--- src/rtl/tcm_pkg.sv ---
// rtl/tcm_pkg.sv - shared TCM data-port widths, owner id and arbiter state types
package tcm_pkg;

  localparam int TCM_ADDR_W = 32;
  localparam int TCM_DATA_W = 32;
  localparam int TCM_TAG_W  = 11;
  localparam int TCM_STRB_W = 4;

  // Which requester issued an outstanding TCM transfer.
  typedef enum logic {
    OWNER_M0 = 1'b0,
    OWNER_M1 = 1'b1
  } owner_e;

  typedef enum logic {
    ST_ARB    = 1'b0,
    ST_LOCKED = 1'b1
  } arb_state_e;

endpackage

--- src/rtl/tcm_dport_arbiter_if.sv ---
// rtl/tcm_dport_arbiter_if.sv - bundled requester and TCM data-port signals of the arbiter
// Carries the m0 (CPU LSU) and m1 (loader/debug) request/response buses, the m1
// lock input and the mem_d_* side towards the TCM.
//   modport slave  : arbiter view (requests in, s_* out, TCM responses in)
//   modport master : environment view (drives requests and TCM responses)
interface tcm_dport_arbiter_if;
  import tcm_pkg::*;

  logic [TCM_ADDR_W-1:0] m0_addr_i,     m1_addr_i;
  logic [TCM_DATA_W-1:0] m0_data_wr_i,  m1_data_wr_i;
  logic                  m0_rd_i,       m1_rd_i;
  logic [TCM_STRB_W-1:0] m0_wr_i,       m1_wr_i;
  logic [TCM_TAG_W-1:0]  m0_tag_i,      m1_tag_i;
  logic                  m0_accept_o,   m1_accept_o;
  logic                  m0_ack_o,      m1_ack_o;
  logic [TCM_DATA_W-1:0] m0_data_rd_o,  m1_data_rd_o;
  logic [TCM_TAG_W-1:0]  m0_resp_tag_o, m1_resp_tag_o;
  logic                  m1_lock_i;

  logic [TCM_ADDR_W-1:0] s_addr_o;
  logic [TCM_DATA_W-1:0] s_data_wr_o;
  logic                  s_rd_o;
  logic [TCM_STRB_W-1:0] s_wr_o;
  logic [TCM_TAG_W-1:0]  s_tag_o;
  logic                  s_accept_i;
  logic                  s_ack_i;
  logic [TCM_DATA_W-1:0] s_data_rd_i;
  logic [TCM_TAG_W-1:0]  s_resp_tag_i;

  modport slave (
    input  m0_addr_i, m0_data_wr_i, m0_rd_i, m0_wr_i, m0_tag_i,
    input  m1_addr_i, m1_data_wr_i, m1_rd_i, m1_wr_i, m1_tag_i, m1_lock_i,
    output m0_accept_o, m0_ack_o, m0_data_rd_o, m0_resp_tag_o,
    output m1_accept_o, m1_ack_o, m1_data_rd_o, m1_resp_tag_o,
    output s_addr_o, s_data_wr_o, s_rd_o, s_wr_o, s_tag_o,
    input  s_accept_i, s_ack_i, s_data_rd_i, s_resp_tag_i
  );

  modport master (
    output m0_addr_i, m0_data_wr_i, m0_rd_i, m0_wr_i, m0_tag_i,
    output m1_addr_i, m1_data_wr_i, m1_rd_i, m1_wr_i, m1_tag_i, m1_lock_i,
    input  m0_accept_o, m0_ack_o, m0_data_rd_o, m0_resp_tag_o,
    input  m1_accept_o, m1_ack_o, m1_data_rd_o, m1_resp_tag_o,
    input  s_addr_o, s_data_wr_o, s_rd_o, s_wr_o, s_tag_o,
    output s_accept_i, s_ack_i, s_data_rd_i, s_resp_tag_i
  );

endinterface

--- src/rtl/tcm_owner_fifo.sv ---
// rtl/tcm_owner_fifo.sv - 1-bit sync FIFO recording the owner of each outstanding TCM transfer
// Ports: clk_i, rst_ni (async active-low), push_i/data_i (owner id in),
//        pop_i (head consumed), full_o, empty_o, head_o (owner of oldest entry).
// Pop on empty is ignored; push on full is ignored unless a pop happens in the
// same cycle, in which case the head is read out before the new entry lands.
module tcm_owner_fifo #(
  parameter int DEPTH = 2
) (
  input  logic clk_i,
  input  logic rst_ni,
  input  logic push_i,
  input  logic data_i,
  input  logic pop_i,
  output logic full_o,
  output logic empty_o,
  output logic head_o
);

  localparam int PW = (DEPTH > 1) ? $clog2(DEPTH) : 1;
  localparam int CW = $clog2(DEPTH + 1);

  logic [DEPTH-1:0] mem;
  logic [PW-1:0]    wr_ptr, rd_ptr;
  logic [CW-1:0]    count;
  logic             do_push, do_pop;

  function automatic logic [PW-1:0] ptr_inc(input logic [PW-1:0] p);
    return (p == PW'(DEPTH - 1)) ? '0 : p + 1'b1;
  endfunction

  assign empty_o = (count == '0);
  assign full_o  = (count == CW'(DEPTH));
  assign head_o  = mem[rd_ptr];
  assign do_pop  = pop_i & ~empty_o;
  assign do_push = push_i & (~full_o | do_pop);

  always_ff @(posedge clk_i) begin
    if (do_push) mem[wr_ptr] <= data_i;
  end

  always_ff @(posedge clk_i or negedge rst_ni) begin
    if (!rst_ni) begin
      wr_ptr <= '0;
      rd_ptr <= '0;
      count  <= '0;
    end else begin
      if (do_push) wr_ptr <= ptr_inc(wr_ptr);
      if (do_pop)  rd_ptr <= ptr_inc(rd_ptr);
      case ({do_push, do_pop})
        2'b10:   count <= count + 1'b1;
        2'b01:   count <= count - 1'b1;
        default: count <= count;
      endcase
    end
  end

endmodule

--- src/rtl/tcm_dport_arbiter.sv ---
// rtl/tcm_dport_arbiter.sv - two-requester arbiter for the single TCM data port
// Ports: clk_i, rst_ni (async active-low), bus (tcm_dport_arbiter_if.slave):
//   m0 = CPU load/store unit, m1 = loader/debug master with lock, s_* = TCM mem_d_*.
// Requests pass to the TCM with zero latency; acks are routed back to the issuing
// master using an owner FIFO. m0 has default priority; m1 wins when m0 is idle,
// when it has stalled MAX_WAIT cycles, or while it holds the lock.
module tcm_dport_arbiter
  import tcm_pkg::*;
#(
  parameter int OUTSTANDING = 2,
  parameter int MAX_WAIT    = 8
) (
  input  logic                 clk_i,
  input  logic                 rst_ni,
  tcm_dport_arbiter_if.slave   bus
);

  localparam int SW = $clog2(MAX_WAIT + 1);

  arb_state_e    state_q, state_d;
  logic [SW-1:0] starve_cnt;
  logic          req0, req1;
  logic          fifo_full, fifo_empty, fifo_head;
  logic          pop, block, m1_pref, grant0, grant1;
  logic          accept0, accept1;

  assign req0 = bus.m0_rd_i | (|bus.m0_wr_i);
  assign req1 = bus.m1_rd_i | (|bus.m1_wr_i);

  // An ack on a full FIFO frees a slot in the same cycle, so it unblocks a grant.
  assign pop   = rst_ni & bus.s_ack_i & ~fifo_empty;
  assign block = ~rst_ni | (fifo_full & ~pop);

  // LOCKED forces the m1 path even with m1 idle, so m0 is starved by design.
  assign m1_pref = (state_q == ST_LOCKED)
                 | ((starve_cnt == SW'(MAX_WAIT)) & req1)
                 | (req1 & ~req0);
  assign grant1  = ~block & m1_pref;
  assign grant0  = ~block & ~m1_pref;

  assign accept0 = grant0 & req0 & bus.s_accept_i;
  assign accept1 = grant1 & req1 & bus.s_accept_i;

  assign bus.m0_accept_o = accept0;
  assign bus.m1_accept_o = accept1;

  assign bus.s_addr_o    = grant1 ? bus.m1_addr_i    : bus.m0_addr_i;
  assign bus.s_data_wr_o = grant1 ? bus.m1_data_wr_i : bus.m0_data_wr_i;
  assign bus.s_tag_o     = grant1 ? bus.m1_tag_i     : bus.m0_tag_i;
  assign bus.s_rd_o      = grant1 ? bus.m1_rd_i : (grant0 & bus.m0_rd_i);
  assign bus.s_wr_o      = grant1 ? bus.m1_wr_i : (grant0 ? bus.m0_wr_i : '0);

  assign bus.m0_ack_o      = pop & (owner_e'(fifo_head) == OWNER_M0);
  assign bus.m1_ack_o      = pop & (owner_e'(fifo_head) == OWNER_M1);
  assign bus.m0_data_rd_o  = bus.s_data_rd_i;
  assign bus.m1_data_rd_o  = bus.s_data_rd_i;
  assign bus.m0_resp_tag_o = bus.s_resp_tag_i;
  assign bus.m1_resp_tag_o = bus.s_resp_tag_i;

  tcm_owner_fifo #(.DEPTH(OUTSTANDING)) u_fifo (
    .clk_i   (clk_i),
    .rst_ni  (rst_ni),
    .push_i  (accept0 | accept1),
    .data_i  (accept1),
    .pop_i   (pop),
    .full_o  (fifo_full),
    .empty_o (fifo_empty),
    .head_o  (fifo_head)
  );

  always_ff @(posedge clk_i or negedge rst_ni) begin
    if (!rst_ni) begin
      starve_cnt <= '0;
    end else if (!req1 || accept1) begin
      starve_cnt <= '0;
    end else if (starve_cnt != SW'(MAX_WAIT)) begin
      starve_cnt <= starve_cnt + 1'b1;
    end
  end

  always_ff @(posedge clk_i or negedge rst_ni) begin
    if (!rst_ni) state_q <= ST_ARB;
    else         state_q <= state_d;
  end

  always_comb begin
    state_d = state_q;
    case (state_q)
      ST_ARB:    if (accept1 && bus.m1_lock_i) state_d = ST_LOCKED;
      ST_LOCKED: if (!bus.m1_lock_i)           state_d = ST_ARB;
      default:   state_d = ST_ARB;
    endcase
  end

  ack_needs_owner: assert property (@(posedge clk_i) disable iff (!rst_ni)
    !(bus.s_ack_i && fifo_empty));

endmodule
--- src/flat_wrapper.sv ---
// flat-port wrapper written by rule: the top's interface ports become plain ports
module tcm_dport_arbiter_flat import tcm_pkg::*;
#(
  parameter int OUTSTANDING = 2,
  parameter int MAX_WAIT    = 8
)
  (clk_i, rst_ni, bus_m0_addr_i, bus_m0_data_wr_i, bus_m0_rd_i, bus_m0_wr_i, bus_m0_tag_i, bus_m1_addr_i, bus_m1_data_wr_i, bus_m1_rd_i, bus_m1_wr_i, bus_m1_tag_i, bus_m1_lock_i, bus_m0_accept_o, bus_m0_ack_o, bus_m0_data_rd_o, bus_m0_resp_tag_o, bus_m1_accept_o, bus_m1_ack_o, bus_m1_data_rd_o, bus_m1_resp_tag_o, bus_s_addr_o, bus_s_data_wr_o, bus_s_rd_o, bus_s_wr_o, bus_s_tag_o, bus_s_accept_i, bus_s_ack_i, bus_s_data_rd_i, bus_s_resp_tag_i);
  tcm_dport_arbiter_if bus_i ();
  input  logic clk_i;
  input  logic rst_ni;
  input wire logic [$bits(bus_i.m0_addr_i)-1:0] bus_m0_addr_i;
  input wire logic [$bits(bus_i.m0_data_wr_i)-1:0] bus_m0_data_wr_i;
  input wire logic [$bits(bus_i.m0_rd_i)-1:0] bus_m0_rd_i;
  input wire logic [$bits(bus_i.m0_wr_i)-1:0] bus_m0_wr_i;
  input wire logic [$bits(bus_i.m0_tag_i)-1:0] bus_m0_tag_i;
  input wire logic [$bits(bus_i.m1_addr_i)-1:0] bus_m1_addr_i;
  input wire logic [$bits(bus_i.m1_data_wr_i)-1:0] bus_m1_data_wr_i;
  input wire logic [$bits(bus_i.m1_rd_i)-1:0] bus_m1_rd_i;
  input wire logic [$bits(bus_i.m1_wr_i)-1:0] bus_m1_wr_i;
  input wire logic [$bits(bus_i.m1_tag_i)-1:0] bus_m1_tag_i;
  input wire logic [$bits(bus_i.m1_lock_i)-1:0] bus_m1_lock_i;
  output wire logic [$bits(bus_i.m0_accept_o)-1:0] bus_m0_accept_o;
  output wire logic [$bits(bus_i.m0_ack_o)-1:0] bus_m0_ack_o;
  output wire logic [$bits(bus_i.m0_data_rd_o)-1:0] bus_m0_data_rd_o;
  output wire logic [$bits(bus_i.m0_resp_tag_o)-1:0] bus_m0_resp_tag_o;
  output wire logic [$bits(bus_i.m1_accept_o)-1:0] bus_m1_accept_o;
  output wire logic [$bits(bus_i.m1_ack_o)-1:0] bus_m1_ack_o;
  output wire logic [$bits(bus_i.m1_data_rd_o)-1:0] bus_m1_data_rd_o;
  output wire logic [$bits(bus_i.m1_resp_tag_o)-1:0] bus_m1_resp_tag_o;
  output wire logic [$bits(bus_i.s_addr_o)-1:0] bus_s_addr_o;
  output wire logic [$bits(bus_i.s_data_wr_o)-1:0] bus_s_data_wr_o;
  output wire logic [$bits(bus_i.s_rd_o)-1:0] bus_s_rd_o;
  output wire logic [$bits(bus_i.s_wr_o)-1:0] bus_s_wr_o;
  output wire logic [$bits(bus_i.s_tag_o)-1:0] bus_s_tag_o;
  input wire logic [$bits(bus_i.s_accept_i)-1:0] bus_s_accept_i;
  input wire logic [$bits(bus_i.s_ack_i)-1:0] bus_s_ack_i;
  input wire logic [$bits(bus_i.s_data_rd_i)-1:0] bus_s_data_rd_i;
  input wire logic [$bits(bus_i.s_resp_tag_i)-1:0] bus_s_resp_tag_i;
  assign bus_i.m0_addr_i = bus_m0_addr_i;
  assign bus_i.m0_data_wr_i = bus_m0_data_wr_i;
  assign bus_i.m0_rd_i = bus_m0_rd_i;
  assign bus_i.m0_wr_i = bus_m0_wr_i;
  assign bus_i.m0_tag_i = bus_m0_tag_i;
  assign bus_i.m1_addr_i = bus_m1_addr_i;
  assign bus_i.m1_data_wr_i = bus_m1_data_wr_i;
  assign bus_i.m1_rd_i = bus_m1_rd_i;
  assign bus_i.m1_wr_i = bus_m1_wr_i;
  assign bus_i.m1_tag_i = bus_m1_tag_i;
  assign bus_i.m1_lock_i = bus_m1_lock_i;
  assign bus_m0_accept_o = bus_i.m0_accept_o;
  assign bus_m0_ack_o = bus_i.m0_ack_o;
  assign bus_m0_data_rd_o = bus_i.m0_data_rd_o;
  assign bus_m0_resp_tag_o = bus_i.m0_resp_tag_o;
  assign bus_m1_accept_o = bus_i.m1_accept_o;
  assign bus_m1_ack_o = bus_i.m1_ack_o;
  assign bus_m1_data_rd_o = bus_i.m1_data_rd_o;
  assign bus_m1_resp_tag_o = bus_i.m1_resp_tag_o;
  assign bus_s_addr_o = bus_i.s_addr_o;
  assign bus_s_data_wr_o = bus_i.s_data_wr_o;
  assign bus_s_rd_o = bus_i.s_rd_o;
  assign bus_s_wr_o = bus_i.s_wr_o;
  assign bus_s_tag_o = bus_i.s_tag_o;
  assign bus_i.s_accept_i = bus_s_accept_i;
  assign bus_i.s_ack_i = bus_s_ack_i;
  assign bus_i.s_data_rd_i = bus_s_data_rd_i;
  assign bus_i.s_resp_tag_i = bus_s_resp_tag_i;
  tcm_dport_arbiter #(.OUTSTANDING(OUTSTANDING), .MAX_WAIT(MAX_WAIT)) u_core (.clk_i(clk_i), .rst_ni(rst_ni), .bus(bus_i));
endmodule
--- config.mk ---
export PLATFORM = sky130hd
export DESIGN_NAME = tcm_dport_arbiter_flat
export DESIGN_NICKNAME = d
export VERILOG_FILES = /design/src/rtl/tcm_pkg.sv /design/src/rtl/tcm_dport_arbiter_if.sv /design/src/rtl/tcm_owner_fifo.sv /design/src/rtl/tcm_dport_arbiter.sv /design/src/flat_wrapper.sv
export SDC_FILE = /design/constraint.sdc
export NUM_CORES = 1
export LEC_CHECK = 0
export BUFFER_PORTS_ARGS = -buffer_cell sky130_fd_sc_hd__buf_2
export CAP_MARGIN = 20
export CORE_AREA = 2 2 148 150
export CTS_BUF_LIST = sky130_fd_sc_hd__clkbuf_4 sky130_fd_sc_hd__clkbuf_8
export CTS_CLUSTER_DIAMETER = 80
export DETAILED_ROUTE_END_ITERATION = 7
export DIE_AREA = 0 0 150 152
export HOLD_SLACK_MARGIN = 0.12
export SYNTH_ARGS = -nofsm -noshare
export SYNTH_HDL_FRONTEND = slang
export SYNTH_SLANG_ARGS = --single-unit
--- constraint.sdc ---
create_clock -name clk_i -period 3.2 [get_ports clk_i]
set_clock_uncertainty 0.1 [all_clocks]
set_input_delay 0.48 -clock clk_i [delete_from_list [all_inputs] [get_ports clk_i]]
set_output_delay 0.48 -clock clk_i [all_outputs]
set_load 0.03 [all_outputs]
==> results of run 1 <==
==> path summary, 6_finish.rpt <==
kind	depth (start not counted)	end	slack, ns	from
max in group asynchronous	3	u_core.starve_cnt[0]	2.25	rst_ni
min in group asynchronous	3	u_core.u_fifo.count[1]	0.60	rst_ni
min	2	u_core.state_q	0.35	bus_m1_lock_i
max	7	bus_s_addr_o[11]	0.12	rst_ni
min reg2reg	1	u_core.u_fifo.count[1]	0.39	u_core.u_fifo.count[1]
max reg2reg	6	u_core.u_fifo.count[1]	1.14	u_core.u_fifo.count[0]
==> cell families after synthesis <==
group / after synthesis / share of synthesized area
buffers and inverters: 101 / 0.304
multiplexers: 77 / 0.417
AND/OR/NAND/NOR: 37 / 0.0823
AO/OA/AOI/OAI: 17 / 0.0476
flip-flops: 11 / 0.113
XOR/XNOR: 6 / 0.0208
adder cells (fa/ha/maj): 3 / 0.0149
==> per-stage QoR <==
stage,setup WS (ns),utilization
after floorplan,0.598,-
after global placement,0.215,0.161
after detailed placement,0.182,0.161
after CTS,0.130,0.164
after global routing,0.0334,0.164
final,0.118,0.164
==> sequential cells by signal, summed over array words and instances (netlist names) <==
register	flops
u_core.u_fifo.mem	2
u_core.u_fifo.wr_ptr	1
u_core.u_fifo.rd_ptr	1
u_core.u_fifo.count	2
u_core.starve_cnt	4
u_core.state_q	1
==> final cells by class <==
cell class	count	area, µm²	area share
Antenna cell	1	2.50	0.000713
Inverter	6	22.5	0.00642
Tap cell	280	350	0.0999
Timing Repair Buffer	255	1320	0.377
Sequential cell	11	285	0.0813
Clock buffer	4	48.8	0.0139
Multi-Input combinational cell	140	1480	0.421
==> cells in the mapped netlist (all sizes together) <==
| cell | count | share of area |
|---|---|---|
| mux2 | 76 | 0.41 |
| ha | 3 | 0.015 |
| o21ai | 2 | 0.0040 |
| a21o | 1 | 0.0030 |
| and3b | 1 | 0.0035 |
| clkbuf | 1 | 0.0015 |
| dfrtp | 9 | 0.089 |
| nor2b | 1 | 0.0025 |
| buf | 94 | 0.29 |
| o211ai | 9 | 0.027 |
| or4 | 2 | 0.0074 |
| nand2 | 7 | 0.010 |
| nor2 | 8 | 0.012 |
| nor3b | 1 | 0.0050 |
| nor3 | 4 | 0.012 |
| nor4 | 1 | 0.0025 |
| or3b | 1 | 0.0035 |
| nand3b | 1 | 0.0030 |
| mux2i | 1 | 0.0040 |
| edfxtp | 2 | 0.024 |
| xnor2 | 4 | 0.014 |
| a211oi | 1 | 0.0050 |
| and2 | 1 | 0.0025 |
| inv | 6 | 0.0089 |
| a21oi | 3 | 0.0059 |
| o21a | 1 | 0.0030 |
| xor2 | 2 | 0.0069 |
| nand3 | 9 | 0.018 |
==> power breakdown <==
part / internal, mW / total (mW) / switching, mW / leakage (nW)
logic: 0.500 / 1.15 / 0.653 / 1.65
registers: 0.203 / 0.260 / 0.0574 / 0.127
clock network: 0.0958 / 0.146 / 0.0501 / 0.0262
total: 0.799 / 1.56 / 0.761 / 1.80
==> per-layer routing <==
layer | vias up | track usage | part of all wire
met2 | 241 | 0.122 | 0.42
met5 | - | 0.0152 | 0.0056
li1 | 1122 | - | -
met1 | 1070 | 0.0942 | 0.39
met4 | 4 | 0.00809 | 0.0022
met3 | 6 | 0.0514 | 0.17
==> critical path: stages <==
cell and delay [ns]:
dlygate4sd3_1 0.51, buf_2 0.11, and2_1 0.17, nor3b_4 0.31
buf_12 0.31, mux2_2 0.38, buf_2 0.18
==> metrics.txt, run 1 <==
Slew Limit Fails 0; Max Buffers Root-to-Sink 2; Area after DPL 3450 µm²; initial antenna violation count 2; syn nets 463; DRT antenna net count 0; Final Wtd Congestion 0.747; vias in the first global route 2347; Final TNS setup 0 ns; Post-Route WL 10400 µm; TritonCTS Sinks 11; GR Util All Layers 0.0792; layout cells sized above 1 0.813; global-route wire length before repair 13800 µm; Worst-Skew Late Latency 0.23 ns; CTS Buf Count 3; DRC 0; final hold slack 0.354 ns; most frequent cells in the layout buf_2, mux2_4, mux2_2; fill cell count 2392; outcome complete, no violations; Die Area 22800 µm²; Synthesis Warnings 0; flops & latches, synth 11; Rel. slew slack 0.641; final hold vios 0; library cells used by synthesis 34; Port Buffer Count 248; core footprint 21400 µm²; worst min path class input pin to flop; Area Overhead vs Synth 38.9%; synthesized cell area 2520 µm²; CP required 2.62 ns; Max Clk Rate 325 MHz; CP Capture Type output pin; Total Power 1.56 mW; Clock Pin Slew Worst Setup and Hold Paths 0.05 ns; crit path kind input pin to output pin; Crit Path Max Fanout 43; slew at the pin with the worst max-slew slack 0.536 ns; vias 2443; pin count of the biggest net entering global routing 44; Cells after Synth 252; Final Cell Area 3510 µm²; PD cells 445 nW/µm²; Leak 1.80 nW; dpl cells 691; post-synthesis sequential area ratio 0.113; Avg Cell Area, Syn 10.0 µm²; Die Y 152 µm; DRT iter0 DRCs 73; postcts setup bufs 0; DRT Pass-1 Iters 4; Final min period 3.08 ns; total grt overflow 0; RSZ-0062 raised after global routing false; Finished Layout Cells 697; Worst Path Arrival 2.50 ns; DR WL/cell 14.9 µm; Startpoint Class input pin; starting density of the core 0.118; CTS tree built; most common cell after layout, fill and taps aside buf_2; # rows 54; cts repair resizes 0; Max rail drop VDD 0.000316 V; final setup vio count 0; max cap viols 0; boundary pin count 378; CTS Root Cell clkbuf_8; Die X 150 µm; Post-DP HPWL 8940 µm; via/cell ratio 3.51; Layout Nets 628; final worst path period share 0.963; Post-CTS Hold Buffers 1; H-tree levels 1
No activity file was read; power rests on OpenSTA's default activity.
==> inputs of run 2 (changes only) <==
--- a/config.mk
+++ b/config.mk
@@ -5,7 +5,7 @@
 export SDC_FILE = /design/constraint.sdc
 export NUM_CORES = 1
 export LEC_CHECK = 0
-export BUFFER_PORTS_ARGS = -buffer_cell sky130_fd_sc_hd__buf_2
+export BUFFER_PORTS_ARGS = -buffer_cell sky130_fd_sc_hd__buf_4
 export CAP_MARGIN = 20
 export CORE_AREA = 2 2 148 150
 export CTS_BUF_LIST = sky130_fd_sc_hd__clkbuf_4 sky130_fd_sc_hd__clkbuf_8
==> metrics.txt, run 2 (same netlist as run 1, synthesis figures left out) <==
max cap viols 0; CP required 2.62 ns; Worst path slowest cell mux2_2; vias in the first global route 2550; DRC 0; outcome complete, no violations; register area 285 µm²; Final min period 3.06 ns; max reg flops 4; Area Overhead vs Synth 64.3%; register bank with the most flops u_core.starve_cnt; Largest regs u_core.starve_cnt x4, u_core.u_fifo.count x2, u_core.u_fifo.mem x2; core footprint 21400 µm²; post-layout util 0.194; most frequent cells in the layout buf_4, mux2_4, mux2_2; Worst path depth 8; Max Buffers Root-to-Sink 2; starting density of the core 0.118; via/cell ratio 3.55; DR WL/cell 15.5 µm; Worst Path Arrival 2.48 ns; Post-DP HPWL 9350 µm; reg-to-reg endpoint u_core.state_q; # diodes 0; crit-path max cell delay 0.42 ns; CTS tree built; metal3 WL 2060 µm; Die X 150 µm; DRT iter0 DRCs 60; # rows 54; most common cell after layout, fill and taps aside buf_4; Final TNS setup 0 ns; Startpoint Class flop; Crit Path Max Fanout 44; final setup vio count 0; total grt overflow 0; worst setup path endpoint bus_s_addr_o[24]; Worst-Skew Late Latency 0.23 ns; Die Y 152 µm; number of buffers and inverters on the critical path 3; global-route wire length before repair 14600 µm; fill cell count 2330; worst-path cell chain inv_1, ha_1, and3b_1, a211oi_2, nor3b_4, buf_12, mux2_2, buf_4; Rel. slew slack 0.689; cts repair resizes 0; layout cells sized above 1 0.814; Port Buffer Count 248; pre-CTS setup slack 0.203 ns; GR Util All Layers 0.0834; Final Wtd Congestion 0.708; DRT antenna net count 0; RSZ-0062 raised after global routing false; Slew Limit Fails 0; vias 2479; CTS Buf Count 3; setup slack, reg-to-reg 1.12 ns; worst min path class input pin to flop; Post-CTS Hold Buffers 1; Max rail drop VDD 0.000354 V; CP Capture Type output pin; final hold vios 0; TritonCTS Sinks 11; H-tree levels 1; postcts setup bufs 0; pin count of the biggest net entering global routing 45; DRT Pass-1 Iters 4; Worst Reg-to-Reg Cells 8; Critical Path Source u_core.starve_cnt[0]; final worst slack 0.137 ns; Layout Nets 631; worst hold path cell count 2; initial antenna violation count 0; WL met1 4020 µm; Clock Pin Slew Worst Setup and Hold Paths 0.05 ns; crit path kind flop to output pin; Post-Route WL 10800 µm; Max Clk Rate 326 MHz; r2r startpoint u_core.starve_cnt[0]; final worst path period share 0.957; boundary pin count 378; Worst path top cell family by delay buffers and inverters; Leak 2.03 nW; area occupied by multi-input gates 1480 µm²; PD cells 415 nW/µm²; CTS Root Cell clkbuf_8; Die Area 22800 µm²; max layer used met5; wire length on met2 4660 µm; slew at the pin with the worst max-slew slack 0.465 ns
## run 2: changes by cell type in the layout (fill, tap and decap cells not counted)
cell / change
diode_2: -1
buf_2: -248
buf_4: +251
## run 2: final cells by class
cell class,count,area share
Clock buffer,4,0.0118
Inverter,6,0.00543
Multi-Input combinational cell,140,0.356
Sequential cell,11,0.0688
Tap cell,280,0.0844
Timing Repair Buffer,258,0.473
## run 2: worst min path at each step
stage                   from                    to
2_1_floorplan         rst_ni  u_core.starve_cnt[0]
3_3_place_gp          rst_ni        u_core.state_q
3_5_place_dp          rst_ni        u_core.state_q
4_1_cts        bus_m1_lock_i        u_core.state_q
5_1_grt        bus_m1_lock_i        u_core.state_q
6_report       bus_m1_lock_i        u_core.state_q
## run 2: through the flow
| step | hold slack (ns) | instances | cell area, µm² | power, mW |
|---|---|---|---|---|
| final | 0.351 | 699 | 4150 | 1.72 |
| after global routing | 0.366 | 699 | 4150 | 1.82 |
| after CTS | 0.347 | 699 | 4150 | 1.74 |
| after detailed placement | 0.220 | 694 | 4090 | 1.58 |
| after global placement | 0.220 | 694 | 4090 | 1.57 |
| after floorplan | 0.0844 | 252 | 2520 | 1.28 |
## run 2: worst reg2reg max path, cell delays in order (launching register included)
cell and delay, ns:
dfrtp_1 0.40, inv_1 0.08, ha_1 0.23, and3b_1 0.23, a211oi_2 0.32, buf_4 0.22, nor3_1 0.06, buf_4 0.17
o21a_1 0.16
## run 2: layer usage
metal,track usage,vias up
met5,0.0174,-
met4,0.00629,2
met3,0.0604,6
met2,0.129,245
met1,0.0961,1099
li1,-,1127
## run 2: power by group
| group | leakage, nW | internal [mW] | switching, mW |
|---|---|---|---|
| sequential | 0.127 | 0.203 | 0.0587 |
| clock | 0.0262 | 0.0956 | 0.0483 |
| combinational | 1.87 | 0.645 | 0.671 |
| total | 2.03 | 0.944 | 0.778 |
==> inputs of run 3 (changes only) <==
--- a/config.mk
+++ b/config.mk
@@ -5,13 +5,14 @@
 export SDC_FILE = /design/constraint.sdc
 export NUM_CORES = 1
 export LEC_CHECK = 0
-export BUFFER_PORTS_ARGS = -buffer_cell sky130_fd_sc_hd__buf_4
+export ABC_AREA = 1
+export BUFFER_PORTS_ARGS = -buffer_cell sky130_fd_sc_hd__buf_2
 export CAP_MARGIN = 20
-export CORE_AREA = 2 2 148 150
+export CORE_AREA = 2 2 147 149
 export CTS_BUF_LIST = sky130_fd_sc_hd__clkbuf_4 sky130_fd_sc_hd__clkbuf_8
 export CTS_CLUSTER_DIAMETER = 80
 export DETAILED_ROUTE_END_ITERATION = 7
-export DIE_AREA = 0 0 150 152
+export DIE_AREA = 0 0 149 151
 export HOLD_SLACK_MARGIN = 0.12
 export SYNTH_ARGS = -nofsm -noshare
 export SYNTH_HDL_FRONTEND = slang
==> metrics.txt, run 3 <==
Max rail drop VDD 0.000290 V; Synthesis Warnings 0; DR WL/cell 11.4 µm; CP required 2.62 ns; Worst Path Arrival 2.46 ns; Die Y 151 µm; Layout Nets 792; final worst slack 0.162 ns; Leak 2.10 nW; met3 usage 0.0289; Die X 149 µm; Max Clk Rate 329 MHz; ys async rst share 0.818; Max Buffers Root-to-Sink 2; Largest regs u_core.starve_cnt x4, u_core.u_fifo.count x2, u_core.u_fifo.mem x2; Rel. slew slack 0.736; pre-CTS setup slack 0.341 ns; CP Capture Type output pin; synthesized cell area 2330 µm²; final hold vios 0; outcome complete, no violations; Clock Power Share 0.085; DRT antenna net count 0; vias 2921; number of buffers and inverters on the critical path 5; cell-internal power 700 µW; Worst path slowest cell dlygate4sd3_1; initial antenna violation count 0; Slew Limit Fails 0; Area Overhead vs Synth 40.9%; Flop pwr share 0.151; PD cells 501 nW/µm²; Crit Path Max Fanout 33; CTS Buf Count 3; total grt overflow 0; Comb pwr share 0.764; M1 GR Usage 0.0859; top post-synthesis cells by count nand2_1, buf_4, inv_1; worst min path class flop to flop; post-synthesis sequential area ratio 0.122; syn nets 635; cell accounting for the most synthesized area nand2_1; post-layout util 0.158; core footprint 20800 µm²; most common cell in the netlist nand2_1; Clock Pin Slew Worst Setup and Hold Paths 0.05 ns; postcts setup bufs 0; crit-path max cell delay 0.52 ns; DRC 0; Port Buffer Count 248; flops & latches, synth 11; max cap viols 0; GR Util All Layers 0.0720; main area contributors after synthesis nand2_1, buf_4, dfrtp_1, inv_1, buf_6; crit path kind input pin to output pin; Post-DP HPWL 8090 µm; worst-path cell chain dlygate4sd3_1, clkbuf_4, nand2_1, a31oi_4, nand2_2, inv_2, buf_8, nand2_1, nand2_1, buf_2; via/cell ratio 3.42; TritonCTS Sinks 11; Primary FF master, synth dfrtp_1; NetSw 948 µW; layout cells sized above 1 0.453; grt peak-use layer met2; # rows 53; CTS tree built; Final TNS setup 0 ns; Post-Route WL 9750 µm; CTS Root Cell clkbuf_8; max reg flops 4; H-tree levels 1; most frequent cells in the layout buf_2, nand2_1, inv_1, nor2_1, dfrtp_1; boundary pin count 378; library cells used by synthesis 21; starting density of the core 0.112; Finished Layout Cells 855; # diodes 0; fill cell count 2430; most common cell after layout, fill and taps aside buf_2; DRT Pass-1 Iters 4; Startpoint Class input pin; Worst path top cell family by delay buffers and inverters; Worst-Skew Late Latency 0.23 ns; dpl cells 849; Die Area 22500 µm²; EDFF count, synth 2; met2 Resource Use GR 0.118; pin count of the biggest net entering global routing 48; vias in the first global route 2474; register bank with the most flops u_core.starve_cnt; final setup vio count 0; global-route wire length before repair 12600 µm; switching part of the total power 0.575; Cells after Synth 424; RSZ-0062 raised after global routing false; Synth top area share 0.389; Final Wtd Congestion 0.768; DRT iter0 DRCs 169; slew at the pin with the worst max-slew slack 0.394 ns; Avg Cell Area, Syn 5.50 µm²; Most Frequent Cell on Critical Path nand2_1; final worst path period share 0.949; Final min period 3.04 ns
-- run 3: cell count changes after synthesis, sizes merged, moves of 2 or more --
cell | previous run | this run
nand2 | 7 | 245
mux2 | 76 | 0
inv | 6 | 25
o211ai | 9 | 0
buf | 94 | 102
o21ai | 2 | 8
nor2 | 8 | 12
nand3 | 9 | 6
nor3 | 4 | 1
xnor2 | 4 | 1
or4 | 2 | 0
xor2 | 2 | 4
-- run 3: logic make-up (layout without fill, tap and decap cells) --
kind of cell	after synthesis	after routing	synth area share
AO/OA/AOI/OAI	13	13	0.0359
adder cells (fa/ha/maj)	3	3	0.0161
AND/OR/NAND/NOR	265	265	0.436
XOR/XNOR	5	5	0.0188
flip-flops	11	11	0.122
buffers and inverters	127	283	0.371
-- run 3: what timing repair did --
item	4_1_cts	5_1_grt
setup endpoints to repair	0	34
resized for setup	0	5
hold endpoints to repair	9	0
hold buffers	1	0
-- run 3: through the flow --
| step | total power [mW] | hold WS [ns] | area [µm²] |
|---|---|---|---|
| after floorplan | 1.31 | 0.0844 | 2330 |
| after global placement | 1.48 | 0.255 | 3190 |
| after detailed placement | 1.49 | 0.261 | 3190 |
| after CTS | 1.64 | 0.399 | 3250 |
| after global routing | 1.79 | 0.406 | 3290 |
| final | 1.65 | 0.399 | 3290 |
-- run 3: worst register-to-register path, cell delays in order, from the launching register on --
cell	delay [ns]
dfrtp_1	0.38
inv_1	0.09
ha_1	0.19
nand3_2	0.12
nand2_1	0.10
nand2_2	0.07
nand2_2	0.07
nand3_1	0.17
nand2_1	0.13
inv_1	0.06
ha_1	0.32
a21oi_1	0.11
o21ai_0	0.11
xor2_1	0.16
-- run 3: final cells by class --
class | count | area, µm² | area share
Clock buffer | 4 | 48.8 | 0.0148
Inverter | 25 | 93.8 | 0.0285
Multi-Input combinational cell | 286 | 1180 | 0.360
Sequential cell | 11 | 285 | 0.0868
Tap cell | 275 | 344 | 0.105
Timing Repair Buffer | 254 | 1330 | 0.405
-- run 3: layer usage --
| layer | vias to the layer above | routed length (µm) | part of all wire |
|---|---|---|---|
| met4 | 0 | 242 | 0.025 |
| met3 | 26 | 1180 | 0.12 |
| met1 | 1224 | 4000 | 0.41 |
| met5 | - | 0 | 0 |
| met2 | 183 | 4330 | 0.44 |
| li1 | 1488 | - | - |
-- run 3: power by group through the flow --
stage	Sequential (mW)	Combinational [mW]	Clock (mW)
after detailed placement	0.251	1.24	0
after floorplan	0.242	1.07	0
after global placement	0.249	1.23	0
final	0.249	1.26	0.141
after CTS	0.248	1.25	0.145
after global routing	0.256	1.38	0.152
-- run 3: path summary, 6_finish.rpt --
kind	to	slack, ns	from	cells after the start
max in group asynchronous	u_core.starve_cnt[3]	2.31	rst_ni	2
min in group asynchronous	u_core.u_fifo.wr_ptr	0.54	rst_ni	2
worst max-delay path	bus_s_data_wr_o[1]	0.16	rst_ni	10
worst min-delay path	u_core.u_fifo.rd_ptr	0.40	u_core.u_fifo.rd_ptr	1
worst max register to register	u_core.u_fifo.count[1]	0.90	u_core.starve_cnt[0]	13
worst min register to register	u_core.u_fifo.rd_ptr	0.40	u_core.u_fifo.rd_ptr	1
